File: config.mk
export PLATFORM = sky130hd
export DESIGN_NAME = pipe_stage_reg
export DESIGN_NICKNAME = d
export VERILOG_FILES = /design/src/rtl/pipe_stage_reg.sv
export SDC_FILE = /design/constraint.sdc
export NUM_CORES = 1
export LEC_CHECK = 0
export BUFFER_PORTS_ARGS = -buffer_cell sky130_fd_sc_hd__buf_2
export CAP_MARGIN = 20
export CORE_ASPECT_RATIO = 1.1
export CORE_MARGIN = 2
export CORE_UTILIZATION = 57
export CTS_CLUSTER_DIAMETER = 60
export DETAILED_ROUTE_END_ITERATION = 16
export PLACE_DENSITY = 0.81
export SLEW_MARGIN = 20
export SYNTH_ARGS = -nofsm -noshare
export SYNTH_HDL_FRONTEND = slang
export SYNTH_SLANG_ARGS = --single-unit
File: constraint.sdc
create_clock -name clk -period 12.8 [get_ports clk]
set_clock_uncertainty 0.15 [all_clocks]
set_input_delay 1.92 -clock clk [delete_from_list [all_inputs] [get_ports clk]]
set_output_delay 1.92 -clock clk [all_outputs]
set_load 0.02 [all_outputs]
File: src/rtl/pipe_stage_reg.sv
// pipe_stage_reg: valid/ready pipeline stage with an optional 2-entry skid buffer,
// flush-to-bubble and a fixed bubble value on out_data while empty.
module pipe_stage_reg #(
    parameter int unsigned      WIDTH     = 64,
    parameter logic [WIDTH-1:0] RESET_VAL = {WIDTH{1'b0}},
    parameter bit               SKID      = 1'b1
) (
    input  logic             clk,
    input  logic             rst,
    input  logic             flush,
    input  logic             in_valid,
    output logic             in_ready,
    input  logic [WIDTH-1:0] in_data,
    output logic             out_valid,
    input  logic             out_ready,
    output logic [WIDTH-1:0] out_data,
    output logic [1:0]       occupancy
);
    localparam logic [1:0] S_EMPTY = 2'd0;
    localparam logic [1:0] S_ONE   = 2'd1;
    localparam logic [1:0] S_FULL  = 2'd2;

    logic [1:0]       r_state;
    logic [1:0]       w_next;
    logic [WIDTH-1:0] r_main;
    logic [WIDTH-1:0] r_skid;
    logic             r_in_ready;
    logic             w_acc;
    logic             w_emi;
    logic             w_load_in;
    logic             w_load_skid;
    logic             w_to_skid;

    assign w_acc       = in_valid && in_ready;
    assign w_emi       = out_valid && out_ready;
    assign w_load_in   = w_acc && (r_state == S_EMPTY || (r_state == S_ONE && w_emi));
    assign w_load_skid = r_state == S_FULL && w_emi;
    assign w_to_skid   = w_acc && r_state == S_ONE && !w_emi;

    always_ff @(posedge clk) begin
        if (!rst) begin
            r_state    <= S_EMPTY;
            r_in_ready <= 1'b1;
        end else begin
            r_state    <= w_next;
            r_in_ready <= w_next != S_FULL;
        end
    end

    // Payload registers need no reset: out_data is masked to RESET_VAL while empty.
    always_ff @(posedge clk) begin
        if (w_load_in)
            r_main <= in_data;
        else if (w_load_skid)
            r_main <= r_skid;
        if (w_to_skid)
            r_skid <= in_data;
    end

    always_comb begin
        w_next = r_state;
        if (flush)
            w_next = S_EMPTY;
        else
            unique case (r_state)
                S_EMPTY: w_next = w_acc ? S_ONE : S_EMPTY;
                S_ONE:   w_next = (w_acc && !w_emi) ? S_FULL : (w_emi && !w_acc) ? S_EMPTY : S_ONE;
                S_FULL:  w_next = w_emi ? S_ONE : S_FULL;
                default: w_next = S_EMPTY;
            endcase
    end

    always_comb begin
        out_valid = r_state != S_EMPTY;
        in_ready  = SKID ? r_in_ready : (out_ready || !out_valid);
        out_data  = out_valid ? r_main : RESET_VAL;
        occupancy = r_state;
    end
endmodule

==> results.json <==
{
  "status": "complete, no violations",
  "rsz0062_at_grt": "false",
  "critPathLaunchType": "flop",
  "class_of_the_tightest_hold_or_removal_check": "flop to flop",
  "power.internal_mw": 0.806,
  "detailed_place_hpwl_mm": 5.86,
  "switching_share_pct": 21.2,
  "final_nets": 504,
  "grtUsageMet1_pct": 22.3,
  "synth_top_family_by_area": "multiplexers",
  "cts_hold_repair.buffers": 0,
  "grt_use_total_pct": 18.5,
  "via_count": 2866,
  "root_buffer": "sky130_fd_sc_hd__clkbuf_8",
  "mappedNetlistNets": 361,
  "layout-drive-gt1-share_pct": 53.0,
  "gpl.final_weighted_congestion": 0.831,
  "tightest_pin_transition_ns": 1.11,
  "timing.hold.ws_ns": 0.394,
  "synth.mux.area_fraction_pct": 16.7,
  "met2_usage_pct": 30.6,
  "final_critical_path_setup_slack_ns": 8.45,
  "die-area_um2": 10300,
  "initial_core_util_pct": 58.4,
  "ctsLongestPathBuffers": 2,
  "yosys_warnings": 0,
  "finalHoldViolCount": 0,
  "timing.critical_path.to_type": "primary output",
  "dieHeight_um": 106,
  "buffer_ports.inserted": 136,
  "maxCapViolCount": 0,
  "synth-compound-area-share_pct": 0.276,
  "wirelength_mm": 9.31,
  "clock_sink_count": 131,
  "power.static_leakage_nw": 2.83,
  "pre_cts_slack_ns": 8.18,
  "first_pass_grt_wire_length_mm": 14.2,
  "grt_pass1_vias": 2807,
  "cell_area_after_placement_um2": 6190,
  "power.sequential.fraction_pct": 48.5,
  "synthesis.instances": 291,
  "setup_viol": 0,
  "synth-adder-area-share_pct": 0.230,
  "tns_ns": 0,
  "ys_seq_area_share_pct": 71.9,
  "grt.busiest_layer": "met2",
  "chipWidth_um": 97.1,
  "postLayoutCellArea_um2": 6750,
  "synth_area_per_cell_um2": 18.7,
  "clock_insertion_delay_worst_skew_ns": 0.51,
  "max_freq_mhz": 230,
  "stdcell_count": 564,
  "yosysUniqueCellTypes": 22,
  "h-tree-depth": 4,
  "wl_per_cell_um": 16.5,
  "core_area_um2": 9310,
  "cts-buffers-inserted": 17,
  "placed_cells_incl_taps": 532,
  "synth-simple-area-share_pct": 9.05,
  "post-route-min-period_ns": 4.35,
  "insertedDiodeCount": 0,
  "detail_route.iter0.violations": 199,
  "max-slew-margin-rel_pct": 25.8,
  "avgViaCountPerCell": 5.08,
  "cp_data_required_time_ns": 10.73,
  "ys_ff_latch": 131,
  "clkSlewWorstSetupHoldPaths_ns": 0.06,
  "ws_path_type": "flop to primary output",
  "cts_resized": 0,
  "num_io_pins": 137,
  "cts_tree": "yes",
  "cellPowerDensity_nw_per_um2": 151,
  "ant_nets": 0,
  "slew_viol_final": 0,
  "finalCoreUtilization_pct": 72.5,
  "comb_power_share_pct": 8.0,
  "critical_path_arrival_ns": 2.28,
  "grt_remaining_overflow": 0,
  "post_synth_design_cell_area_um2": 5430,
  "grt_max_degree": 68,
  "drt_pass_1_iters": 4,
  "totalPowerFinal_mw": 1.02,
  "nFillCells": 593,
  "critical_path_peak_fanout": 67,
  "rows": 37,
  "synthXorXnorAreaFrac_pct": 0,
  "layout_worst_path_cycle_share_pct": 34.0,
  "total_switching_power_mw": 0.216,
  "globalRouteMet3Util_pct": 6.11,
  "detail_route.drc_violations": 0,
  "grt_antenna_before_repair": 0,
  "pwr-share-clk_pct": 43.5,
  "flow.area_growth_from_synthesis_pct": 24.3,
  "post_cts.repair.setup_buffers": 0,
  "irDropWorstVdd_uv": 108
}
layout by cell type, fill, tap and decap left out, drive strengths merged, types with 2 or more instances in the layout:
cell / n
and2: 64
buf: 138
bufinv: 2
clkbuf: 18
clkinv: 9
clkinvlp: 3
dfxtp: 3
edfxtp: 128
mux2: 64
nand2: 3
nand2b: 2
nand3b: 3
per-layer routing:
layer  wire length (µm)  share of wire [%]
met1               3810                 41
met2               4830                 52
met3                482                5.2
met4                177                1.9
met5                  0                  0
logic make-up (layout without fill, tap and decap cells):
kind of cell | after synthesis | in the layout
fa+ha+maj | 1 | 1
compound gates | 2 | 2
flops | 131 | 131
mux | 64 | 64
buf+inv | 15 | 171
simple gates | 78 | 78
worst max-delay path: stages (launching register included):
cell and delay [ns]:
sky130_fd_sc_hd__dfxtp_1 0.49, sky130_fd_sc_hd__or2_2 0.78, sky130_fd_sc_hd__and2_1 0.27, sky130_fd_sc_hd__buf_2 0.18
area by class of cell:
type	instances	area, µm²	area share, %
well taps	117	146	2.17
clock buffers	18	418	6.19
inverters	1	3.75	0.0556
multi-input cells	145	1440	21.4
repair buffers	138	696	10.3
clock inverters	14	140	2.08
flip-flops and latches	131	3900	57.8
flip-flops by register name, indices dropped and copies added (netlist names):
name,flops
in_ready,1
r_skid,64
occupancy,2
r_main,64
cells in the mapped netlist, drive strengths merged:
cell type | count | area share (%)
nor3b | 1 | 0.14
clkbuf | 7 | 0.51
nand2 | 3 | 0.21
nand3b | 3 | 0.41
buf | 7 | 1.3
nand2b | 2 | 0.23
nor2 | 1 | 0.069
and2 | 64 | 7.4
or3b | 1 | 0.16
o211a | 1 | 0.18
inv | 1 | 0.069
edfxtp | 128 | 71
dfxtp | 3 | 1.1
nor3 | 1 | 0.18
nor2b | 1 | 0.16
mux2 | 64 | 17
a21oi | 1 | 0.092
or2 | 1 | 0.12
ha | 1 | 0.23
power by group through the flow:
stage               clock network [mW]  registers (mW)  logic [mW]
CTS                              0.453           0.496      0.0825
global route                     0.475           0.497      0.0875
floorplan                            0           0.505      0.0549
global placement                     0           0.504      0.0791
detailed placement                   0           0.505      0.0818
finish                           0.445           0.496      0.0814
final timing paths:
| check | start | endpoint | slack (ns) | cells past startpoint |
|---|---|---|---|---|
| setup / recovery | occupancy[1] | out_data[37] | 8.45 | 3 |
| hold / removal | r_skid[38] | r_main[38] | 0.39 | 1 |
| setup reg to reg | in_ready | r_main[13] | 9.84 | 4 |
| hold reg to reg | r_skid[38] | r_main[38] | 0.39 | 1 |
(Power assumes the default switching activity.)
